**src/rtl/posdata_pkg.sv**
```systemverilog
// Shared types and helpers for the position-data packet serializer.
// State encoding, default header byte and payload byte-count helper.
package posdata_pkg;

    typedef enum logic [1:0] {
        IDLE = 2'd0,
        HDR  = 2'd1,
        PAY  = 2'd2,
        CHK  = 2'd3
    } ser_state_t;

    localparam logic [7:0] HEADER_DEFAULT = 8'hA5;

    // Payload bytes needed to carry a {position, frame} word.
    function automatic int num_bytes(input int p, input int f);
        return (p + f + 7) / 8;
    endfunction

endpackage

```
**src/rtl/posdata_packet_serializer.sv**
```systemverilog
// Frames each new {position, frame} word as header + MSB-first payload (+ checksum)
// over a valid/ready byte stream. Checksum byte is built only with POSDATA_CHECKSUM_EN.
module posdata_packet_serializer
    import posdata_pkg::*;
#(
    parameter int         POSTI_BIT_WIDTH = 16,
    parameter int         FRAME_BIT_WIDTH = 16,
    parameter logic [7:0] HEADER_BYTE     = HEADER_DEFAULT
) (
    input  logic                                     clk,
    input  logic                                     n_rst,
    input  logic                                     enable,
    input  logic [FRAME_BIT_WIDTH-1:0]               frameNum,
    input  logic [POSTI_BIT_WIDTH+FRAME_BIT_WIDTH-1:0] sendData,
    output logic [7:0]                               tx_data,
    output logic                                     tx_valid,
    input  logic                                     tx_ready,
    output logic                                     pkt_done,
    output logic                                     busy,
    output logic [15:0]                              drop_cnt
);

    localparam int NUM_BYTES = num_bytes(POSTI_BIT_WIDTH, FRAME_BIT_WIDTH);
    localparam int PAY_W     = NUM_BYTES * 8;
    localparam int IDX_W     = (NUM_BYTES > 1) ? $clog2(NUM_BYTES) : 1;

    function automatic logic [15:0] sat_inc16(input logic [15:0] c);
        return (c == 16'hFFFF) ? c : c + 16'd1;
    endfunction

    function automatic logic [7:0] twos_neg8(input logic [7:0] v);
        logic signed [7:0] s;
        s = -$signed(v);
        return $unsigned(s);
    endfunction

    ser_state_t                 state;
    ser_state_t                 next_state;
    logic [FRAME_BIT_WIDTH-1:0] frame_d;
    logic [PAY_W-1:0]           shreg;
    logic [IDX_W-1:0]           idx;
`ifdef POSDATA_CHECKSUM_EN
    logic [7:0]                 acc;
`endif

    logic new_frame;
    logic accept;
    logic last_accept;
    logic capture;
    logic drop;

    assign new_frame = (frameNum != frame_d);
    assign accept    = tx_valid && tx_ready;
`ifdef POSDATA_CHECKSUM_EN
    assign last_accept = accept && (state == CHK);
`else
    assign last_accept = accept && (state == PAY) && (idx == '0);
`endif
    assign capture = new_frame && enable && ((state == IDLE) || last_accept);
    assign drop    = new_frame && enable && !capture;

    // State register
    always_ff @(posedge clk or negedge n_rst) begin
        if (!n_rst) begin
            state <= IDLE;
        end else begin
            state <= next_state;
        end
    end

    // Next-state logic; capture only ever fires in IDLE or on the final handshake.
    always_comb begin
        next_state = state;
        case (state)
            IDLE: begin
                if (capture) next_state = HDR;
            end
            HDR: begin
                if (accept) next_state = PAY;
            end
            PAY: begin
                if (accept && (idx == '0)) begin
`ifdef POSDATA_CHECKSUM_EN
                    next_state = CHK;
`else
                    next_state = capture ? HDR : IDLE;
`endif
                end
            end
`ifdef POSDATA_CHECKSUM_EN
            CHK: begin
                if (accept) next_state = capture ? HDR : IDLE;
            end
`endif
            default: next_state = IDLE;
        endcase
    end

    // Output logic
    always_comb begin
        tx_valid = 1'b0;
        tx_data  = 8'h00;
        busy     = (state != IDLE);
        case (state)
            HDR: begin
                tx_valid = 1'b1;
                tx_data  = HEADER_BYTE;
            end
            PAY: begin
                tx_valid = 1'b1;
                tx_data  = shreg[PAY_W-1 -: 8];
            end
`ifdef POSDATA_CHECKSUM_EN
            CHK: begin
                tx_valid = 1'b1;
                tx_data  = twos_neg8(acc);
            end
`endif
            default: begin
                tx_valid = 1'b0;
                tx_data  = 8'h00;
            end
        endcase
    end

    // Payload shift register and byte index; a capture reloads even mid-handshake.
    always_ff @(posedge clk or negedge n_rst) begin
        if (!n_rst) begin
            frame_d <= '0;
            shreg   <= '0;
            idx     <= '0;
        end else begin
            frame_d <= frameNum;
            if (capture) begin
                shreg <= PAY_W'(sendData);
            end else if (accept && (state == PAY)) begin
                shreg <= shreg << 8;
            end
            if (accept && (state == HDR)) begin
                idx <= IDX_W'(NUM_BYTES - 1);
            end else if (accept && (state == PAY) && (idx != '0)) begin
                idx <= idx - 1'b1;
            end
        end
    end

`ifdef POSDATA_CHECKSUM_EN
    always_ff @(posedge clk or negedge n_rst) begin
        if (!n_rst) begin
            acc <= 8'h00;
        end else if (capture) begin
            acc <= 8'h00;
        end else if (accept) begin
            acc <= acc + tx_data;
        end
    end
`endif

    always_ff @(posedge clk or negedge n_rst) begin
        if (!n_rst) begin
            pkt_done <= 1'b0;
            drop_cnt <= 16'h0000;
        end else begin
            pkt_done <= last_accept;
            if (drop) drop_cnt <= sat_inc16(drop_cnt);
        end
    end

endmodule

```
**config.mk**
```make
export PLATFORM = sky130hd
export DESIGN_NAME = posdata_packet_serializer
export DESIGN_NICKNAME = d
export VERILOG_FILES = /design/src/rtl/posdata_pkg.sv /design/src/rtl/posdata_packet_serializer.sv
export SDC_FILE = /design/constraint.sdc
export NUM_CORES = 1
export LEC_CHECK = 0
export CORE_ASPECT_RATIO = 0.75
export CORE_MARGIN = 4
export CORE_UTILIZATION = 40
export CTS_CLUSTER_DIAMETER = 120
export DETAILED_ROUTE_END_ITERATION = 7
export PLACE_DENSITY = 0.74
export SETUP_SLACK_MARGIN = 0.3
export SKIP_CTS_REPAIR_TIMING = 1
export SLEW_MARGIN = 20
export SYNTH_ARGS = -nofsm -noshare
export SYNTH_HDL_FRONTEND = slang
export SYNTH_SLANG_ARGS = --single-unit
```
**constraint.sdc**
```tcl
create_clock -name clk -period 4.45 [get_ports clk]
set_input_delay 1.1125 -clock clk [delete_from_list [all_inputs] [get_ports clk]]
set_output_delay 1.1125 -clock clk [all_outputs]
set_load 0.05 [all_outputs]
```
==> After elaboration in Yosys (flattened, before gate mapping) <==
Index checks and enable logic that the tools add are counted.
{ "word_totals": {"register_bits": 69, "inputBits": 52, "output_inout_bits": 27, "wordCells": 47} }
{ "classes": {"n_addsub": 2, "eq_ne": 7, "muxes": 11, "n_bitwise": 1, "n_reduce_logical": 20} }
{ "ops": {"columns": ["cell", "count"], "rows": [
  ["two-way mux 32 bit", 2],
  ["adder 16 x 1 -> 16 bit, second input constant", 1],
  ["equality test 16 bit, second input constant", 1],
  ["inequality test 16 bit", 1],
  ["one-hot mux 8 bit (2 select lines)", 1],
  ["two-way mux 2 bit", 5],
  ["logical AND 1 bit", 9],
  ["nonzero test 2 bit", 4],
  ["one-hot mux 2 bit (3 select lines)", 1],
  ["logical NOT 2 bit", 2],
  ["inequality test 2 bit, second input constant", 2],
  ["AND reduction 3 bit", 1],
  ["equality test 2 x 1 -> 1 bit, second input constant", 1],
  ["equality test 2 bit, second input constant", 1],
  ["two-way mux 1 bit", 2],
  ["inequality test 2 x 1 -> 1 bit, second input constant", 1],
  ["AND reduction 2 bit", 1],
  ["OR reduction 2 bit", 1],
  ["subtractor 2 x 1 -> 2 bit, second input constant", 1],
  ["logical NOT 1 bit", 1],
  ["logical OR 1 bit", 1],
  ["inverter 1 bit", 1]
]} }

==> Logic depth before layout (Yosys ltp) <==
Gate-level depths: netlist (run 1).
{ "depth": {"depth_word": 11, "ltp_mapped": 9, "mapped_depth_nobuf": 6} }

==> Least setup slack after synthesis (run 1) <==
No wires, ideal clock.
{ "synth_timing": {"kind": "register to output", "startpoint": "reg state[0]", "endpoint": "out tx_data[0]", "t_arrival_ns": 1.827, "t_required_ns": 3.338, "setup_slack_ns": 1.510, "stages_incl_launch_ff": 4, "path_buffers": 0, "cell_sequence": "dfrtp_1 -> inv_1 -> ha_1 -> nor2b_1"} }
{ "synth_via": {"elab_chain_len": 2, "word_cells_on_any_way": 3, "cone_classes": "eq/ne: 2; mux: 1"} }
{ "synth_lines": {"columns": ["element", "line", "text"], "rows": [
  ["start: declaration", "posdata_packet_serializer.sv:37", "ser_state_t state;"],
  ["start signal: assignment", "posdata_packet_serializer.sv:67", "state <= next_state;"],
  ["equality test 2 bit or equality test 2 x 1 -> 1 bit (tied branches)", "posdata_packet_serializer.sv:104", "case (state)"],
  ["one-hot mux 8 bit (2 select lines) *", "posdata_packet_serializer.sv:104", null],
  ["end: declaration", "posdata_packet_serializer.sv:15", "output logic [7:0] tx_data,"]
]} }
Every way passes the cells marked *; elsewhere a longest branch is shown, timed or not.

==> Final worst setup path (run 1) <==
Same ends and word-level chain as after synthesis.

==> impl_results.html, run 1 <==
<table>
<tr><th>Metric</th><th>Value</th></tr>
<tr><th colspan="2">STA</th></tr>
<tr><td>Crit path time final</td><td>~3500 ps</td></tr>
<tr><td>Accumulated negative setup slack</td><td>0 ps</td></tr>
<tr><td>Number of max-slew violations in the final report</td><td>0</td></tr>
<tr><td>RSZ-0062 raised after global routing</td><td>no</td></tr>
<tr><td>Worst slack on hold paths</td><td>between 400 and 500 ps</td></tr>
<tr><td>Period utilization</td><td>about 80%</td></tr>
<tr><td>Slew at the pin with the worst max-slew slack</td><td>a little over 800 ps</td></tr>
<tr><td>Hold violation total from the final report</td><td>0</td></tr>
<tr><td>Clock skew</td><td>5.26 ps</td></tr>
<tr><td>Headroom to the max-slew limit</td><td>45.5%</td></tr>
<tr><td>Final setup violation count</td><td>0</td></tr>
<tr><td>Fmax</td><td>0.287 GHz</td></tr>
<tr><th colspan="2">Synthesis</th></tr>
<tr><td>Main synth FF type</td><td>dfrtp_1</td></tr>
<tr><td>Post-Synthesis Cells</td><td>270</td></tr>
<tr><td>Total of flip-flops plus latches after synthesis</td><td>69</td></tr>
<tr><td>Post-Synthesis Net Count</td><td>approximately 330</td></tr>
<tr><td>Number of enable-type register cells in the synthesized netlist</td><td>0</td></tr>
<tr><td>Share of synthesized registers carrying an async set or reset</td><td>100%</td></tr>
<tr><td>Cell area after synthesis</td><td>around 0.0034 mm2</td></tr>
<tr><td>Yosys cell types</td><td>33</td></tr>
<tr><td>YS warnings</td><td>0</td></tr>
<tr><td>Top-area cell type share of the netlist area</td><td>50.9%</td></tr>
<tr><td>Area contributors post-synth</td><td>dfrtp_1 (51%), mux2_2 (10%), mux2_4 (9.3%), xnor2_1 (4.4%), xor2_1 (3.4%)</td></tr>
<tr><td>Yosys top cell by area</td><td>dfrtp_1</td></tr>
<tr><td>Fraction of the yosys area taken by sequential cells</td><td>50.9%</td></tr>
<tr><td>Syn avg cell area</td><td>between 10 and 15 um2</td></tr>
<tr><th colspan="2">Clocking</th></tr>
<tr><td>Total number of clock tree sinks</td><td>between 60 and 70</td></tr>
<tr><td>Clock-pin slew reported for the worst setup and hold paths after clock tree synthesis</td><td>approximately 50 ps</td></tr>
<tr><td>Clock tree buffer depth</td><td>2</td></tr>
<tr><td>Count of H-tree levels built during CTS</td><td>3</td></tr>
<tr><td>Clock buffers created by TritonCTS</td><td>9</td></tr>
<tr><td>Clock network latency to the later pin of the worst-skew pair</td><td>330 ps</td></tr>
<tr><td>Buffer cell driving the clock tree root</td><td>clkbuf_16</td></tr>
<tr><td>CTS tree</td><td>done</td></tr>
<tr><th colspan="2">Floorplanning</th></tr>
<tr><td>Effective utilization at floorplan</td><td>approximately 42%</td></tr>
<tr><td>Die width</td><td>approximately 110 um</td></tr>
<tr><td>Area of the core region</td><td>just over 0.008 mm2</td></tr>
<tr><td>Total I/O pin count</td><td>between 70 and 80</td></tr>
<tr><td>Total number of placement rows</td><td>28</td></tr>
<tr><td>DIE HEIGHT</td><td>approximately 88 um</td></tr>
<tr><td>Die outline area</td><td>approximately 0.01 mm2</td></tr>
<tr><th colspan="2">Cells and area</th></tr>
<tr><td># nets final</td><td>around 400</td></tr>
<tr><td>Most frequent cells in the layout</td><td>clkdlybuf4s50_1 (77), dfrtp_1 (69), mux2_2 (30)</td></tr>
<tr><td>Footprint of the multi-input gates</td><td>between 0.0015 and 0.002 mm2</td></tr>
<tr><td>Register Area</td><td>around 0.0017 mm2</td></tr>
<tr><td>Leading cell type in the layout, fill and taps excluded</td><td>clkdlybuf4s50_1</td></tr>
<tr><td>Fin util</td><td>57.3%</td></tr>
<tr><td>Area grow syn2layout</td><td>36.0%</td></tr>
<tr><td>Fill cell instance count of the final layout</td><td>roughly 700</td></tr>
<tr><td>Share of final-layout standard cells stronger than drive strength 1</td><td>approximately a fifth</td></tr>
<tr><td>Count of inserted antenna diode cells</td><td>0</td></tr>
<tr><th colspan="2">GRT</th></tr>
<tr><td>First-pass GRT wire length</td><td>between 10,000 and 15,000 um</td></tr>
<tr><td>Initial antenna violation count</td><td>0</td></tr>
<tr><td>Vias in the first global route</td><td>2,346</td></tr>
<tr><td>Global-route congestion overflow total</td><td>0</td></tr>
<tr><td>Pin count of the biggest net entering global routing</td><td>38</td></tr>
<tr><td>Total global-route track usage</td><td>14.4%</td></tr>
<tr><th colspan="2">Worst setup path</th></tr>
<tr><td>Launching element type of the critical path</td><td>flop</td></tr>
<tr><td>Delay of the slowest cell on the worst path</td><td>between 800 and 900 ps</td></tr>
<tr><td>Worst path cell trace</td><td>inv_1, ha_1, a21oi_1, nor2b_1, clkdlybuf4s50_1</td></tr>
<tr><td>Highest net fanout along the worst path</td><td>12</td></tr>
<tr><td>Category of the worst setup path capture point</td><td>output pin</td></tr>
<tr><td>CP required</td><td>about 3300 ps</td></tr>
<tr><td>Setup CP Type</td><td>reg2out</td></tr>
<tr><td>Critical Path Slowest Stage Cell</td><td>clkdlybuf4s50_1</td></tr>
<tr><td>Data arrival, critical path</td><td>approximately 2400 ps</td></tr>
<tr><td>Count of buffer and inverter cells on the critical path</td><td>2</td></tr>
<tr><td>Cell type group with the largest total delay on the critical path</td><td>buffers and inverters</td></tr>
<tr><th colspan="2">Route</th></tr>
<tr><td>Violation count after the first detailed-route iteration</td><td>66</td></tr>
<tr><td>Highest metal layer used by the detailed router</td><td>met4</td></tr>
<tr><td>Via count</td><td>around 2,300</td></tr>
<tr><td>DRT met1 WL</td><td>~3200 um</td></tr>
<tr><td>Count of unresolved DRC violations after routing</td><td>0</td></tr>
<tr><td>WL met3</td><td>about 380 um</td></tr>
<tr><td>Metal2 WL</td><td>3290 um</td></tr>
<tr><td>Detail-routed via count per cell</td><td>4.92</td></tr>
<tr><td>Final Routed Wirelength</td><td>6920 um</td></tr>
<tr><td>Number of iterations in the first detailed-routing pass</td><td>4</td></tr>
<tr><td>Routed wire per std cell</td><td>between 10 and 15 um</td></tr>
<tr><td>Antenna Nets Post-Route</td><td>0</td></tr>
<tr><th colspan="2">Placement</th></tr>
<tr><td>Quantity of I/O buffers inserted on ports</td><td>78</td></tr>
<tr><td>Global placement routability congestion</td><td>0.767</td></tr>
<tr><td>Post-DP HPWL</td><td>a little under 5000 um</td></tr>
<tr><th colspan="2">Status</th></tr>
<tr><td>Status</td><td>complete, no violations</td></tr>
<tr><th colspan="2">Pwr</th></tr>
<tr><td>Power Density</td><td>between 600 and 700 mW/mm2</td></tr>
<tr><td>Leak</td><td>2.00 nW</td></tr>
<tr><td>Worst IR drop on VDD</td><td>around 0.00033 V</td></tr>
<tr><th colspan="2">Hold path</th></tr>
<tr><td>Hold/Removal Path Class</td><td>reg2reg</td></tr>
<tr><th colspan="2">Run</th></tr>
<tr><td>Number of violations of the max-capacitance limit</td><td>0</td></tr>
</table>
## cells in the mapped netlist (all sizes together) (2+ instances only)
master  count
mux2i       8
nor4       10
dfrtp      69
a21oi       5
inv        14
clkbuf      6
ha          6
nand2      14
mux2       51
xnor2      17
xor2       13
nor2b       5
buf         6
nor3        2
and3        2
and2        4
nor4b       4
o21ai       2
nor2        6
nand4       8
nand3       9
## per-layer routing
metal	GRT usage [%]	up-vias
li1	-	1107
met1	18.6	1104
met2	23.5	55
met3	5.52	5
met4	2.80	0
met5	0	-
## stage by stage
stage,instance area (um2),setup slack (ps),power [mW],instances
after detailed placement,4280,1040,2.21,446
after global placement,4280,1080,2.16,446
final,4620,969,3.00,462
after CTS,4620,944,3.03,462
after global routing,4620,821,3.16,462
after floorplan,3390,1510,1.88,270
## state kept, by name, indices dropped and copies added, names as in the netlist
name	cells
shreg	32
frame_d	16
idx	2
drop_cnt	16
pkt_done	1
state	2
## cell families (layout without fill, tap and decap cells)
group | after synthesis | after routing | synth area share (%)
fa+ha+maj | 6 | 6 | 2.21
buf+inv | 26 | 113 | 3.80
mux | 59 | 59 | 21.6
flops | 69 | 69 | 50.9
xor+xnor | 30 | 30 | 7.74
compound gates | 11 | 11 | 2.54
simple gates | 69 | 69 | 11.2
## where the power goes
group	internal (mW)	total, mW	switching, mW
Clock	0.562	0.812	0.250
Sequential	0.837	0.964	0.127
Combinational	0.604	1.22	0.621
## worst paths after layout
path	from	to	slack, ps	depth (start not counted)
worst min register to register	drop_cnt[10]	drop_cnt[10]	490	1
worst max-delay path	state[0]	tx_data[0]	970	5
max in group asynchronous	n_rst	state[1]	2620	2
worst min-delay path	drop_cnt[10]	drop_cnt[10]	490	1
worst max register to register	state[0]	shreg[17]	1760	7
min in group asynchronous	n_rst	shreg[4]	870	1
## layout make-up
class / count / area share, %
clock buffers: 12 / 5.34
clock inverters: 4 / 2.06
inverters: 14 / 1.14
multi-input cells: 175 / 33.6
flip-flops and latches: 69 / 37.4
well taps: 105 / 2.84
repair buffers: 83 / 17.6
Note: power is estimated with default switching activity, not from simulation.
==> run 2: changes to the inputs <==
- PLACE_DENSITY: 0.74 -> 0.77
- clock period: 4.45 -> 3.2 ns (I/O delays scaled with it)
==> impl_results.html, run 2 (synthesized netlist as in run 1, its figures left out) <==
<table>
<tr><th>Metric</th><th>Value</th></tr>
<tr><th colspan="2">Clocking</th></tr>
<tr><td>Clock tree buffer depth</td><td>2 (unchanged)</td></tr>
<tr><td>Clock-pin slew reported for the worst setup and hold paths after clock tree synthesis</td><td>50 ps (about the same)</td></tr>
<tr><td>Clock network latency to the later pin of the worst-skew pair</td><td>320 ps (was 330 ps)</td></tr>
<tr><td>CTS tree</td><td>done (unchanged)</td></tr>
<tr><td>Total number of clock tree sinks</td><td>69 (unchanged)</td></tr>
<tr><td>Clock buffers created by TritonCTS</td><td>9 (unchanged)</td></tr>
<tr><td>Count of H-tree levels built during CTS</td><td>3 (unchanged)</td></tr>
<tr><td>Buffer cell driving the clock tree root</td><td>clkbuf_16 (unchanged)</td></tr>
<tr><th colspan="2">Pwr</th></tr>
<tr><td>Leak</td><td>2.12 nW (was 2.00 nW)</td></tr>
<tr><td>Fraction of power consumed by combinational cells</td><td>42.6% (was 40.8%)</td></tr>
<tr><td>Internal portion of total power</td><td>2.64 mW (was 2.00 mW)</td></tr>
<tr><td>Share of power burned in the clock network</td><td>23.8% (was 27.1%)</td></tr>
<tr><td>Sw frac</td><td>34.2% (was 33.3%)</td></tr>
<tr><td>Power Density</td><td>867 mW/mm2 (was 650 mW/mm2)</td></tr>
<tr><td>Reported net switching power</td><td>1.37 mW (was 0.998 mW)</td></tr>
<tr><td>Part of the total power dissipated in sequential elements</td><td>33.5% (was 32.1%)</td></tr>
<tr><td>Power Total</td><td>4.02 mW (was 3.00 mW)</td></tr>
<tr><td>Worst IR drop on VDD</td><td>0.000425 V (was 0.000330 V)</td></tr>
<tr><th colspan="2">STA</th></tr>
<tr><td>Accumulated negative setup slack</td><td>0 ps (unchanged)</td></tr>
<tr><td>Hold violation total from the final report</td><td>0 (unchanged)</td></tr>
<tr><td>Headroom to the max-slew limit</td><td>58.1% (was 45.5%)</td></tr>
<tr><td>Slew at the pin with the worst max-slew slack</td><td>629 ps (was 818 ps)</td></tr>
<tr><td>RSZ-0062 raised after global routing</td><td>no (unchanged)</td></tr>
<tr><td>PnR worst setup slack</td><td>482 ps (was 969 ps)</td></tr>
<tr><td>Crit path time final</td><td>between 2000 and 3000 ps</td></tr>
<tr><td>Period utilization</td><td>between 80 and 90%</td></tr>
<tr><td>Clock skew</td><td>6.51 ps (was 5.26 ps)</td></tr>
<tr><td>Final setup violation count</td><td>0 (unchanged)</td></tr>
<tr><td>Fmax</td><td>0.368 GHz</td></tr>
<tr><td>Number of max-slew violations in the final report</td><td>0 (unchanged)</td></tr>
<tr><th colspan="2">Worst setup path</th></tr>
<tr><td>CP required</td><td>2400 ps (was 3340 ps)</td></tr>
<tr><td>Number of cells on the worst reg-to-reg path</td><td>7 (unchanged)</td></tr>
<tr><td>Data arrival, critical path</td><td>1920 ps (was 2370 ps)</td></tr>
<tr><td>Worst path cell trace</td><td>inv_1, ha_1, buf_4, and2_1, dlymetal6s2s_1 (was inv_1, ha_1, a21oi_1, nor2b_1, clkdlybuf4s50_1)</td></tr>
<tr><td>Highest net fanout along the worst path</td><td>9 (was 12)</td></tr>
<tr><td>Launching element type of the critical path</td><td>flop (unchanged)</td></tr>
<tr><td>Category of the worst setup path capture point</td><td>output pin (unchanged)</td></tr>
<tr><td>Critical Path Slowest Stage Cell</td><td>dlymetal6s2s_1 (was clkdlybuf4s50_1)</td></tr>
<tr><td>Delay of the slowest cell on the worst path</td><td>430 ps (was 810 ps)</td></tr>
<tr><td>Setup CP Type</td><td>reg2out (unchanged)</td></tr>
<tr><th colspan="2">Route</th></tr>
<tr><td>Final Routed Wirelength</td><td>6760 um (was 6920 um)</td></tr>
<tr><td>Via count</td><td>2,282 (was 2,271)</td></tr>
<tr><td>Antenna Nets Post-Route</td><td>0 (unchanged)</td></tr>
<tr><td>Number of iterations in the first detailed-routing pass</td><td>4 (unchanged)</td></tr>
<tr><td>Detail-routed via count per cell</td><td>4.91 (was 4.92)</td></tr>
<tr><td>Count of unresolved DRC violations after routing</td><td>0 (unchanged)</td></tr>
<tr><td>Routed wire per std cell</td><td>14.5 um (was 15.0 um)</td></tr>
<tr><td>Violation count after the first detailed-route iteration</td><td>54 (was 66)</td></tr>
<tr><th colspan="2">Placement</th></tr>
<tr><td>Post-DP HPWL</td><td>5130 um (was 4950 um)</td></tr>
<tr><td>Worst-case setup slack after placement</td><td>252 ps (was 1040 ps)</td></tr>
<tr><td>Global placement routability congestion</td><td>0.762 (was 0.767)</td></tr>
<tr><td>Quantity of I/O buffers inserted on ports</td><td>78 (unchanged)</td></tr>
<tr><td>Cell area after placement</td><td>0.00432 mm2 (was 0.00428 mm2)</td></tr>
<tr><th colspan="2">Run</th></tr>
<tr><td>Number of violations of the max-capacitance limit</td><td>0 (unchanged)</td></tr>
<tr><th colspan="2">Cells and area</th></tr>
<tr><td>Area of all placed cells without fillers</td><td>0.00463 mm2 (was 0.00462 mm2)</td></tr>
<tr><td># nets final</td><td>413 (was 410)</td></tr>
<tr><td>Share of final-layout standard cells stronger than drive strength 1</td><td>22.2% (was 21.0%)</td></tr>
<tr><td>Most frequent cells in the layout</td><td>dfrtp_1 (69), clkdlybuf4s50_1 (68), mux2_2 (30) (was clkdlybuf4s50_1 (77), dfrtp_1 (69), mux2_2 (30))</td></tr>
<tr><td>Area grow syn2layout</td><td>36.4% (was 36.0%)</td></tr>
<tr><td>Leading cell type in the layout, fill and taps excluded</td><td>dfrtp_1 (was clkdlybuf4s50_1)</td></tr>
<tr><td>Max FFs per register</td><td>32 (unchanged)</td></tr>
<tr><td>Count of inserted antenna diode cells</td><td>0 (unchanged)</td></tr>
<tr><td>Largest registers ranked by flip-flop count</td><td>shreg: 32 flops, drop_cnt: 16 flops, frame_d: 16 flops (unchanged)</td></tr>
<tr><td>Fin util</td><td>57.5% (was 57.3%)</td></tr>
<tr><td>Register with the most flip-flops</td><td>shreg (unchanged)</td></tr>
<tr><th colspan="2">GRT</th></tr>
<tr><td>First-pass GRT wire length</td><td>11,500 um (was 11,400 um)</td></tr>
<tr><td>Initial antenna violation count</td><td>0 (unchanged)</td></tr>
<tr><td>Vias in the first global route</td><td>2,430 (was 2,346)</td></tr>
<tr><td>Pin count of the biggest net entering global routing</td><td>43 (was 38)</td></tr>
<tr><td>Total global-route track usage</td><td>14.5% (was 14.4%)</td></tr>
<tr><td>Global-route congestion overflow total</td><td>0 (unchanged)</td></tr>
<tr><th colspan="2">Floorplanning</th></tr>
<tr><td>Total number of placement rows</td><td>28 (unchanged)</td></tr>
<tr><td>Die outline area</td><td>0.0100 mm2 (unchanged)</td></tr>
<tr><td>Area of the core region</td><td>0.00806 mm2 (unchanged)</td></tr>
<tr><td>Effective utilization at floorplan</td><td>42.1% (unchanged)</td></tr>
<tr><td>DIE HEIGHT</td><td>87.8 um (unchanged)</td></tr>
<tr><td>Die width</td><td>114 um (unchanged)</td></tr>
<tr><td>Total I/O pin count</td><td>79 (unchanged)</td></tr>
<tr><th colspan="2">Hold path</th></tr>
<tr><td>Hold/Removal Path Class</td><td>in2async (was reg2reg)</td></tr>
<tr><th colspan="2">Status</th></tr>
<tr><td>Status</td><td>complete, no violations (unchanged)</td></tr>
</table>
run 2: cell types whose count changed in the layout (fill, tap and decap cells not counted), sizes merged:
cell and delta:
clkdlybuf4s50 -9, dlymetal6s2s +7, buf +5, bufinv -2
clkinv +1, clkinvlp +1
run 2: path summary, 6_finish.rpt:
path	from	endpoint	slack (ps)
setup / recovery	state[0]	tx_data[4]	480
hold / removal	n_rst	frame_d[2]	500
setup reg to reg	state[0]	shreg[18]	780
hold reg to reg	drop_cnt[10]	drop_cnt[10]	500
max in group asynchronous	n_rst	shreg[18]	2060
min in group clk	drop_cnt[10]	drop_cnt[10]	500
run 2: final cells by class:
cell class / instances / area [um2]
fillers: 659 / 3430
clock inverters: 4 / 47.5
inverters: 14 / 52.6
clock buffers: 12 / 246
well taps: 105 / 131
flip-flops and latches: 69 / 1730
repair buffers: 86 / 873
multi-input cells: 175 / 1550
run 2: per-stage QoR:
stage | cells | hold WS, ps
floorplan | 270 | 491
global placement | 448 | 474
detailed placement | 449 | 492
CTS | 465 | 501
global route | 465 | 525
finish | 465 | 501
run 2: worst max-delay path: cells and delay by family, from the launching register on:
kind	cells	cell delay [ps]
DFF	1	400
buffers and inverters	3	730
adders and majority gates	1	340
and+or+nand+nor	1	130
run 2: layer usage:
layer  vias up  part of all wire (%)  global-route usage [%]
met4         0                  0.90                    4.53
met3         5                   5.3                    4.49
met5         -                     0                       0
met1      1105                    45                    18.5
met2        55                    49                    23.7
li1       1117                     -                       -
run 2: power by group through the flow:
stage / sequential [mW] / combinational [mW] / clock, mW
6_report: 1.35 / 1.71 / 0.956
5_1_grt: 1.39 / 1.85 / 1.03
4_1_cts: 1.35 / 1.74 / 0.983
3_5_place_dp: 1.36 / 1.73 / 0
3_3_place_gp: 1.34 / 1.68 / 0
2_1_floorplan: 1.47 / 1.15 / 0
==> run 3: changes to the inputs <==
- PLACE_DENSITY: 0.77 -> 0.74
- clock period: 3.2 -> 2.59 ns (I/O delays scaled with it)
==> impl_results.html, run 3 (synthesized netlist as in run 1, its figures left out) <==
<table>
<tr><th>Metric</th><th>Value</th></tr>
<tr><th colspan="2">Status</th></tr>
<tr><td>Status</td><td>complete, no violations (unchanged)</td></tr>
<tr><th colspan="2">Route</th></tr>
<tr><td>Final Routed Wirelength</td><td>7580 um (was 6760 um)</td></tr>
<tr><td>Number of iterations in the first detailed-routing pass</td><td>4 (unchanged)</td></tr>
<tr><td>Detail-routed via count per cell</td><td>4.97 (was 4.91)</td></tr>
<tr><td>Routed wire per std cell</td><td>15.6 um (was 14.5 um)</td></tr>
<tr><td>Count of unresolved DRC violations after routing</td><td>0 (unchanged)</td></tr>
<tr><td>Antenna Nets Post-Route</td><td>0 (unchanged)</td></tr>
<tr><td>Via count</td><td>2,412 (was 2,282)</td></tr>
<tr><td>Violation count after the first detailed-route iteration</td><td>103 (was 54)</td></tr>
<tr><th colspan="2">Worst setup path</th></tr>
<tr><td>Cell type group with the largest total delay on the critical path</td><td>buffers and inverters (unchanged)</td></tr>
<tr><td>Worst path cell trace</td><td>clkdlybuf4s50_1 (was inv_1, ha_1, buf_4, and2_1, dlymetal6s2s_1)</td></tr>
<tr><td>Highest net fanout along the worst path</td><td>5 (was 9)</td></tr>
<tr><td>Critical Path Slowest Stage Cell</td><td>clkdlybuf4s50_1 (was dlymetal6s2s_1)</td></tr>
<tr><td>CP required</td><td>1940 ps (was 2400 ps)</td></tr>
<tr><td>Count of buffer and inverter cells on the critical path</td><td>1 (was 3)</td></tr>
<tr><td>Setup CP Type</td><td>reg2out (unchanged)</td></tr>
<tr><td>Delay of the slowest cell on the worst path</td><td>830 ps (was 430 ps)</td></tr>
<tr><td>Launching element type of the critical path</td><td>flop (unchanged)</td></tr>
<tr><td>Data arrival, critical path</td><td>1580 ps (was 1920 ps)</td></tr>
<tr><td>Category of the worst setup path capture point</td><td>output pin (unchanged)</td></tr>
<tr><th colspan="2">STA</th></tr>
<tr><td>Period utilization</td><td>85.8%</td></tr>
<tr><td>Clock skew</td><td>8.52 ps (was 6.51 ps)</td></tr>
<tr><td>Hold violation total from the final report</td><td>0 (unchanged)</td></tr>
<tr><td>Headroom to the max-slew limit</td><td>58.2% (was 58.1%)</td></tr>
<tr><td>Number of max-slew violations in the final report</td><td>0 (unchanged)</td></tr>
<tr><td>Fmax</td><td>around 0.45 GHz</td></tr>
<tr><td>Slew at the pin with the worst max-slew slack</td><td>623 ps (was 629 ps)</td></tr>
<tr><td>Crit path time final</td><td>about 2200 ps</td></tr>
<tr><td>RSZ-0062 raised after global routing</td><td>no (unchanged)</td></tr>
<tr><td>Final setup violation count</td><td>0 (unchanged)</td></tr>
<tr><th colspan="2">Cells and area</th></tr>
<tr><td>Leading cell type in the layout, fill and taps excluded</td><td>dfrtp_1 (unchanged)</td></tr>
<tr><td>Footprint of the multi-input gates</td><td>0.00161 mm2 (was 0.00155 mm2)</td></tr>
<tr><td># nets final</td><td>433 (was 413)</td></tr>
<tr><td>Largest registers ranked by flip-flop count</td><td>shreg: 32 flops, drop_cnt: 16 flops, frame_d: 16 flops (unchanged)</td></tr>
<tr><td>Area of all placed cells without fillers</td><td>0.00501 mm2 (was 0.00463 mm2)</td></tr>
<tr><td>Most frequent cells in the layout</td><td>dfrtp_1 (68), clkdlybuf4s50_1 (45), mux2_2 (30) (was dfrtp_1 (69), clkdlybuf4s50_1 (68), mux2_2 (30))</td></tr>
<tr><td>Fin util</td><td>62.2% (was 57.5%)</td></tr>
<tr><td>Area grow syn2layout</td><td>47.5% (was 36.4%)</td></tr>
<tr><td>Count of inserted antenna diode cells</td><td>0 (unchanged)</td></tr>
<tr><td>Max FFs per register</td><td>32 (unchanged)</td></tr>
<tr><td>Share of final-layout standard cells stronger than drive strength 1</td><td>31.8% (was 22.2%)</td></tr>
<tr><td>Register Area</td><td>0.00173 mm2 (about the same)</td></tr>
<tr><td>Fill cell instance count of the final layout</td><td>638 (was 659)</td></tr>
<tr><td>Final cell count without fillers</td><td>485 (was 465)</td></tr>
<tr><td>Register with the most flip-flops</td><td>shreg (unchanged)</td></tr>
<tr><th colspan="2">Placement</th></tr>
<tr><td>Post-DP HPWL</td><td>5290 um (was 5130 um)</td></tr>
<tr><td>Quantity of I/O buffers inserted on ports</td><td>78 (unchanged)</td></tr>
<tr><td>Placed Cells incl. Taps</td><td>452 (was 449)</td></tr>
<tr><td>Cell area after placement</td><td>0.00444 mm2 (was 0.00432 mm2)</td></tr>
<tr><td>Global placement routability congestion</td><td>0.796 (was 0.762)</td></tr>
<tr><th colspan="2">Floorplanning</th></tr>
<tr><td>Total number of placement rows</td><td>28 (unchanged)</td></tr>
<tr><td>Area of the core region</td><td>0.00806 mm2 (unchanged)</td></tr>
<tr><td>Effective utilization at floorplan</td><td>42.1% (unchanged)</td></tr>
<tr><td>Die outline area</td><td>0.0100 mm2 (unchanged)</td></tr>
<tr><td>Total I/O pin count</td><td>79 (unchanged)</td></tr>
<tr><td>Die width</td><td>114 um (unchanged)</td></tr>
<tr><td>DIE HEIGHT</td><td>87.8 um (unchanged)</td></tr>
<tr><th colspan="2">Pwr</th></tr>
<tr><td>Leak</td><td>2.40 nW (was 2.12 nW)</td></tr>
<tr><td>Worst IR drop on VDD</td><td>0.000589 V (was 0.000425 V)</td></tr>
<tr><td>Power Total</td><td>5.40 mW (was 4.02 mW)</td></tr>
<tr><td>Power Density</td><td>1080 mW/mm2 (was 867 mW/mm2)</td></tr>
<tr><th colspan="2">GRT</th></tr>
<tr><td>Global-route congestion overflow total</td><td>0 (unchanged)</td></tr>
<tr><td>Vias in the first global route</td><td>2,452 (was 2,430)</td></tr>
<tr><td>First-pass GRT wire length</td><td>12,100 um (was 11,500 um)</td></tr>
<tr><td>Pin count of the biggest net entering global routing</td><td>38 (was 43)</td></tr>
<tr><td>Total global-route track usage</td><td>15.4% (was 14.5%)</td></tr>
<tr><td>Initial antenna violation count</td><td>0 (unchanged)</td></tr>
<tr><th colspan="2">Clocking</th></tr>
<tr><td>Clock buffers created by TritonCTS</td><td>9 (unchanged)</td></tr>
<tr><td>Buffer cell driving the clock tree root</td><td>clkbuf_16 (unchanged)</td></tr>
<tr><td>Count of H-tree levels built during CTS</td><td>3 (unchanged)</td></tr>
<tr><td>Clock tree buffer depth</td><td>2 (unchanged)</td></tr>
<tr><td>Clock network latency to the later pin of the worst-skew pair</td><td>320 ps (about the same)</td></tr>
<tr><td>Total number of clock tree sinks</td><td>69 (unchanged)</td></tr>
<tr><td>Clock-pin slew reported for the worst setup and hold paths after clock tree synthesis</td><td>60 ps (was 50 ps)</td></tr>
<tr><td>CTS tree</td><td>done (unchanged)</td></tr>
<tr><th colspan="2">Run</th></tr>
<tr><td>Number of violations of the max-capacitance limit</td><td>0 (unchanged)</td></tr>
<tr><th colspan="2">Hold path</th></tr>
<tr><td>Hold/Removal Path Class</td><td>in2async (unchanged)</td></tr>
</table>
run 3: worst paths after layout:
| path | from | to | slack, ps | depth (start not counted) |
|---|---|---|---|---|
| worst max-delay path | drop_cnt[8] | drop_cnt[8] | 370 | 1 |
| worst min-delay path | n_rst | frame_d[6] | 350 | 2 |
| worst max register to register | state[0] | shreg[16] | 430 | 9 |
| worst min register to register | drop_cnt[10] | drop_cnt[10] | 500 | 1 |
| max in group asynchronous | n_rst | state[1] | 1840 | 2 |
| min in group clk | frameNum[5] | frame_d[5] | 480 | 1 |
run 3: stage by stage:
step | setup TNS [ps] | setup slack, ps | hold slack, ps
floorplan | 0 | 336 | 352
global placement | -11140 | -409 | 478
detailed placement | -4260 | -245 | 492
CTS | 0 | 42.5 | 361
global route | 0 | 308 | 388
finish | 0 | 367 | 351
run 3: metal layers:
metal	routed length [um]	GRT usage, %	part of all wire, %
met1	3560	20.6	47
met2	3500	24.1	46
met3	481	5.59	6.3
met4	35	3.56	0.46
met5	0	0	0
run 3: layout make-up:
type                       instances  area share [%]
clock buffer                      11            4.85
tap                              105            2.62
sequential                        69            34.5
multi-input combinational        175            32.1
clock inverter                     5            1.20
inverter                          14            1.05
timing repair buffer             106            23.7
run 3: power by group:
part	internal [mW]	total (mW)	switching, mW
logic	1.35	2.52	1.17
clock network	0.772	1.21	0.438
registers	1.44	1.66	0.224
total	3.56	5.40	1.83
==> variant 1: new RTL, flow settings as in run 3 <==
The parameter `POSTI_BIT_WIDTH` goes from 16 to 8.
--- a/src/rtl/posdata_packet_serializer.sv
+++ b/src/rtl/posdata_packet_serializer.sv
@@ -4,5 +4,5 @@
     import posdata_pkg::*;
 #(
-    parameter int         POSTI_BIT_WIDTH = 16,
+    parameter int         POSTI_BIT_WIDTH = 8,
     parameter int         FRAME_BIT_WIDTH = 16,
     parameter logic [7:0] HEADER_BYTE     = HEADER_DEFAULT
Interface: changed (resized sendData); port bits go from 79 to 71. No check against the original RTL was run, so the function may have changed too.
==> variant 1 against run 3 <==
  * Setup slack lost 0.0081 ns
  * Sequential cell count down 8
  * Final area fell by 19%
  * Sequential share of layout area up 3.1 points
  * Power is 25% lower
  * Routed wire length shrank 16%
  * First-iteration DRC count shrank 30%
  * Area after synthesis shrank 18%
  * Critical path type unchanged
  * Critical endpoint is now drop_cnt[13]
  * Largest power group unchanged
==> variant 1: results <==
set metrics [dict create \
    wire_length_of_the_first_global_routing_pass_um 10100 \
    postRouteWirelength_um 6380 \
    yosysWarnings 0 \
    synth_area_per_cell_um2 10.9 \
    grtUsageTotal 0.153 \
    max_h_tree_level 3 \
    clock-root-buffer "sky130_fd_sc_hd__clkbuf_8" \
    synth.net_count 303 \
    insertion_delay_ns 0.34 \
    avgViaCountPerCell 4.86 \
    synth_sequential_area_ratio 0.551 \
    clock_path_buffers 2 \
    maximum_clock_skew_at_final_layout_ns 0.0108 \
    clk_pin_slew_ns 0.07 \
    grt_start_max_net_pins 50 \
    number_of_distinct_library_cells_after_synthesis 30 \
    layout-drive-gt1-share 0.182 \
    timing.critical_path.slowest_cell_delay_ns 0.83 \
    antenna_cells 0 \
    overflow 0 \
    drt_iter0_drc 72 \
    top_ff_cell_synth "sky130_fd_sc_hd__dfrtp_1" \
    detail_route.first_pass.iterations 4 \
    path_delay_family "buffers and inverters" \
    cts_inserted_buffers 9 \
    placement.io_buffers 70 \
    largest_registers "shreg (24), drop_cnt (16), frame_d (16)" \
    nets 391 \
    synth.top_cells.by_count "61 x sky130_fd_sc_hd__dfrtp_1, 41 x sky130_fd_sc_hd__nand2_1, 29 x sky130_fd_sc_hd__xnor2_1" \
    critical_path_peak_fanout 5 \
    vias_in_the_first_global_route 2064 \
    timing.hold.worst.class "input pin to asynchronous set/reset pin" \
    synth.area.top_cells "sky130_fd_sc_hd__dfrtp_1 55%, sky130_fd_sc_hd__xnor2_1 9.2%, sky130_fd_sc_hd__mux2i_1 5.8%, sky130_fd_sc_hd__nand2_1 5.6%, sky130_fd_sc_hd__o21ai_0 3.3%" \
    dpl-instance-area_um2 3630 \
    dpl.hpwl_um 4340 \
    dpl.cell_count 403 \
    slowest_stage "sky130_fd_sc_hd__clkdlybuf4s50_1" \
    p_leak_nw 2.04 \
    status "finished clean" \
    place.gp.congestion 0.729 \
    irDropWorstVdd_mv 0.451 \
    slew_headroom 0.653 \
    routed_wire_length_per_instance_um 15.0 \
    worstPathRequired_ns 1.94 \
    asyncSetResetFlopFracSynth 1.00 \
    initial_antenna_violation_count 0 \
]
variant 1: routing by layer:
metal	up-vias	GRT usage	routed length (um)
li1	1040	-	-
met1	989	0.198	3030
met2	41	0.237	3000
met3	7	0.0570	282
met4	0	0.0558	72
met5	-	0	0
variant 1: through the flow:
| step | power [mW] | hold slack (ns) | setup WS [ns] |
|---|---|---|---|
| 4_1_cts | 3.93 | 0.264 | 0.202 |
| 5_1_grt | 4.34 | 0.285 | 0.299 |
| 6_report | 4.06 | 0.260 | 0.359 |
| 2_1_floorplan | 2.42 | 0.352 | 0.336 |
| 3_3_place_gp | 2.93 | 0.485 | -0.0795 |
| 3_5_place_dp | 2.98 | 0.494 | -0.112 |
variant 1: final timing paths:
| kind | start | end | slack (ns) | cells past startpoint |
|---|---|---|---|---|
| worst max-delay path | drop_cnt[13]$_DFFE_PN0P_ | drop_cnt[13] | 0.36 | 1 |
| worst min-delay path | n_rst | shreg[4]$_DFFE_PN0P_ | 0.26 | 1 |
| worst max register to register | drop_cnt[0]$_DFFE_PN0P_ | drop_cnt[1]$_DFFE_PN0P_ | 0.59 | 7 |
| worst min register to register | drop_cnt[6]$_DFFE_PN0P_ | drop_cnt[6]$_DFFE_PN0P_ | 0.50 | 1 |
| max in group asynchronous | n_rst | drop_cnt[13]$_DFFE_PN0P_ | 1.66 | 2 |
| min in group clk | frameNum[11] | frame_d[11]$_DFF_PN0_ | 0.47 | 1 |
variant 1: kinds of logic after synthesis:
group                    Yosys count  synth area share
AND/OR/NAND/NOR                   85             0.155
flip-flops                        61             0.551
AO/OA/AOI/OAI                     37            0.0777
XOR/XNOR                          30            0.0949
multiplexers                      18            0.0659
buffers and inverters             16            0.0285
adder cells (fa/ha/maj)            6            0.0271
variant 1: cell type report:
cell class	instances	area, um2
Tap cell	81	101
Timing Repair Buffer	85	935
Sequential cell	61	1530
Clock inverter	7	97.6
Inverter	7	26.3
Fill cell	513	2440
Multi-Input combinational cell	177	1250
Clock buffer	9	124
variant 1: worst reg2reg max path: stages, from the launching register on:
cell and delay, ns:
sky130_fd_sc_hd__dfrtp_1 0.43, sky130_fd_sc_hd__ha_1 0.22, sky130_fd_sc_hd__nand3_1 0.09, sky130_fd_sc_hd__nor2_1 0.33, sky130_fd_sc_hd__and3b_1 0.35, sky130_fd_sc_hd__nor4_4 0.07, sky130_fd_sc_hd__buf_6 0.14, sky130_fd_sc_hd__mux2_2 0.26
variant 1: report_power, final:
| group | total, mW | internal (mW) | switching [mW] |
|---|---|---|---|
| registers | 1.41 | 1.21 | 0.196 |
| logic | 1.72 | 0.747 | 0.974 |
| clock network | 0.931 | 0.544 | 0.387 |
==> variant 2: new RTL, config.mk and constraints of run 3 <==
Without the edit above. The 4 states of `ser_state_t` get a one-hot encoding in 4 bits.
--- a/src/rtl/posdata_pkg.sv
+++ b/src/rtl/posdata_pkg.sv
@@ -3,9 +3,9 @@
 package posdata_pkg;
 
-    typedef enum logic [1:0] {
-        IDLE = 2'd0,
-        HDR  = 2'd1,
-        PAY  = 2'd2,
-        CHK  = 2'd3
+    typedef enum logic [3:0] {
+        IDLE = 4'b0001,
+        HDR  = 4'b0010,
+        PAY  = 4'b0100,
+        CHK  = 4'b1000
     } ser_state_t;
 
Behaviour: same outputs for any inputs over 10 cycles, from zero or initial values and one cycle with n_rst low; not proved beyond that.
==> variant 2 against run 3 <==
  * Routed wire length fell by 2.9%
  * First-iteration DRC count up 5.8%
  * Combinational power is 31% lower
  * Global-route usage down 0.80 points
  * Area after synthesis down 5.6%
  * Sequential cell count increased by 1
  * Setup slack worse by 0.019 ns
  * Final area down 7.8%
  * Non-clock buffer count decreased by 12
  * Power is 20% lower
  * Largest cell class unchanged
==> variant 2: results <==
set metrics [dict create \
    synth.area.top_cells "sky130_fd_sc_hd__dfrtp_1 54%, sky130_fd_sc_hd__xnor2_1 7.9%, sky130_fd_sc_hd__mux2i_1 7.5%, sky130_fd_sc_hd__a21oi_2 4.6%, sky130_fd_sc_hd__nor2_1 3.5%" \
    fillers 642 \
    p_leak_nw 2.30 \
    layout-drive-gt1-share 0.178 \
    share_of_cell_area_taken_by_multi_input_logic_gates 0.290 \
    m1_wire_length_um 3560 \
    pre_cts_slack_ns -0.0394 \
    timing.critical_path.slowest_cell_delay_ns 0.49 \
    irDropWorstVdd_mv 0.336 \
    nets 437 \
    maximum_clock_skew_at_final_layout_ns 0.00917 \
    nonClockBufferCount 94 \
    routed-wl-met3_um 401 \
    worst_setup_path_startpoint "frameNum[13]" \
    timing.hold.worst.class "input pin to asynchronous set/reset pin" \
    status "finished clean" \
    clockNetworkAreaShare 0.0433 \
    synth.top_cells.by_count "69 x sky130_fd_sc_hd__dfrtp_1, 30 x sky130_fd_sc_hd__nor2_1, 29 x sky130_fd_sc_hd__xnor2_1" \
    wire_length_of_the_first_global_routing_pass_um 11300 \
    synth_compound_gate_area_share 0.0945 \
    layout.nonclk_buf_frac 0.251 \
    layout.non_clock_inverters 11 \
    multi_input_gates 197 \
    routed_wire_length_per_instance_um 15.0 \
    insertion_delay_ns 0.34 \
    synth.net_count 346 \
    power.internal_mw 2.73 \
    global_route.usage.met2 0.232 \
    vias_in_the_first_global_route 2334 \
    critical_path_peak_fanout 9 \
    worstReg2RegStart "frame_d[4]$_DFF_PN0_" \
    clock-root-buffer "sky130_fd_sc_hd__clkbuf_8" \
    detail_route.first_pass.iterations 4 \
    postRouteWirelength_um 7350 \
    place.gp.congestion 0.806 \
    dpl.hpwl_um 4800 \
    slew_headroom 0.405 \
    yosys.area_share.xor_xnor 0.0820 \
    dpl.cell_count 465 \
    grt_start_max_net_pins 71 \
    arithmetic_cell_share_of_the_synthesized_area_counting_full_adders_half_adders_and_majority_gates 0.00781 \
    seq_cell_count 70 \
    arrival_ns 2.51 \
    grtUsageTotal 0.146 \
    yosys-mux-area-fraction 0.0785 \
    vias 2395 \
    drt_iter0_drc 109 \
    synth_sequential_area_ratio 0.547 \
    met2WireLength_um 3320 \
    synth_area_per_cell_um2 11.0 \
    met1_usage 0.194 \
    gr-usage-met3 0.0444 \
]
## variant 2: changes by cell type in the layout (fill, tap and decap cells not counted), moves of 12 or more
cell / before / now
sky130_fd_sc_hd__a21oi_2: 2 / 17
sky130_fd_sc_hd__buf_4: 24 / 7
sky130_fd_sc_hd__nor2_1: 6 / 30
sky130_fd_sc_hd__xnor2_1: 17 / 29
sky130_fd_sc_hd__mux2_4: 21 / 0
sky130_fd_sc_hd__xor2_1: 13 / 1
sky130_fd_sc_hd__mux2i_1: 8 / 24
sky130_fd_sc_hd__mux2_2: 30 / 1
## variant 2: per-stage QoR
step                 util  power, mW  hold slack (ns)
floorplan               -       2.70            0.352
global placement    0.557       3.17            0.475
detailed placement  0.557       3.23            0.484
CTS                 0.583       4.13            0.447
global route        0.610       4.56            0.439
finish              0.610       4.29            0.420
## variant 2: power by group through the flow
stage / registers (mW) / logic (mW) / clock network, mW
2_1_floorplan: 1.76 / 0.947 / 0
3_3_place_gp: 1.66 / 1.51 / 0
3_5_place_dp: 1.68 / 1.55 / 0
4_1_cts: 1.66 / 1.56 / 0.915
5_1_grt: 1.71 / 1.88 / 0.962
6_report: 1.67 / 1.74 / 0.890
## variant 2: final timing paths
path                                             to  slack (ns)  cells past startpoint
hold / removal                 frame_d[5]$_DFF_PN0_        0.42                      1
setup / recovery              shreg[27]$_DFFE_PN0P_        0.35                      9
hold reg to reg            drop_cnt[11]$_DFFE_PN0P_        0.50                      1
max in group asynchronous      state[1]$_DFFE_PN0P_        1.53                      1
setup reg to reg              shreg[27]$_DFFE_PN0P_        0.66                      8
min in group clk               frame_d[7]$_DFF_PN0_        0.47                      1
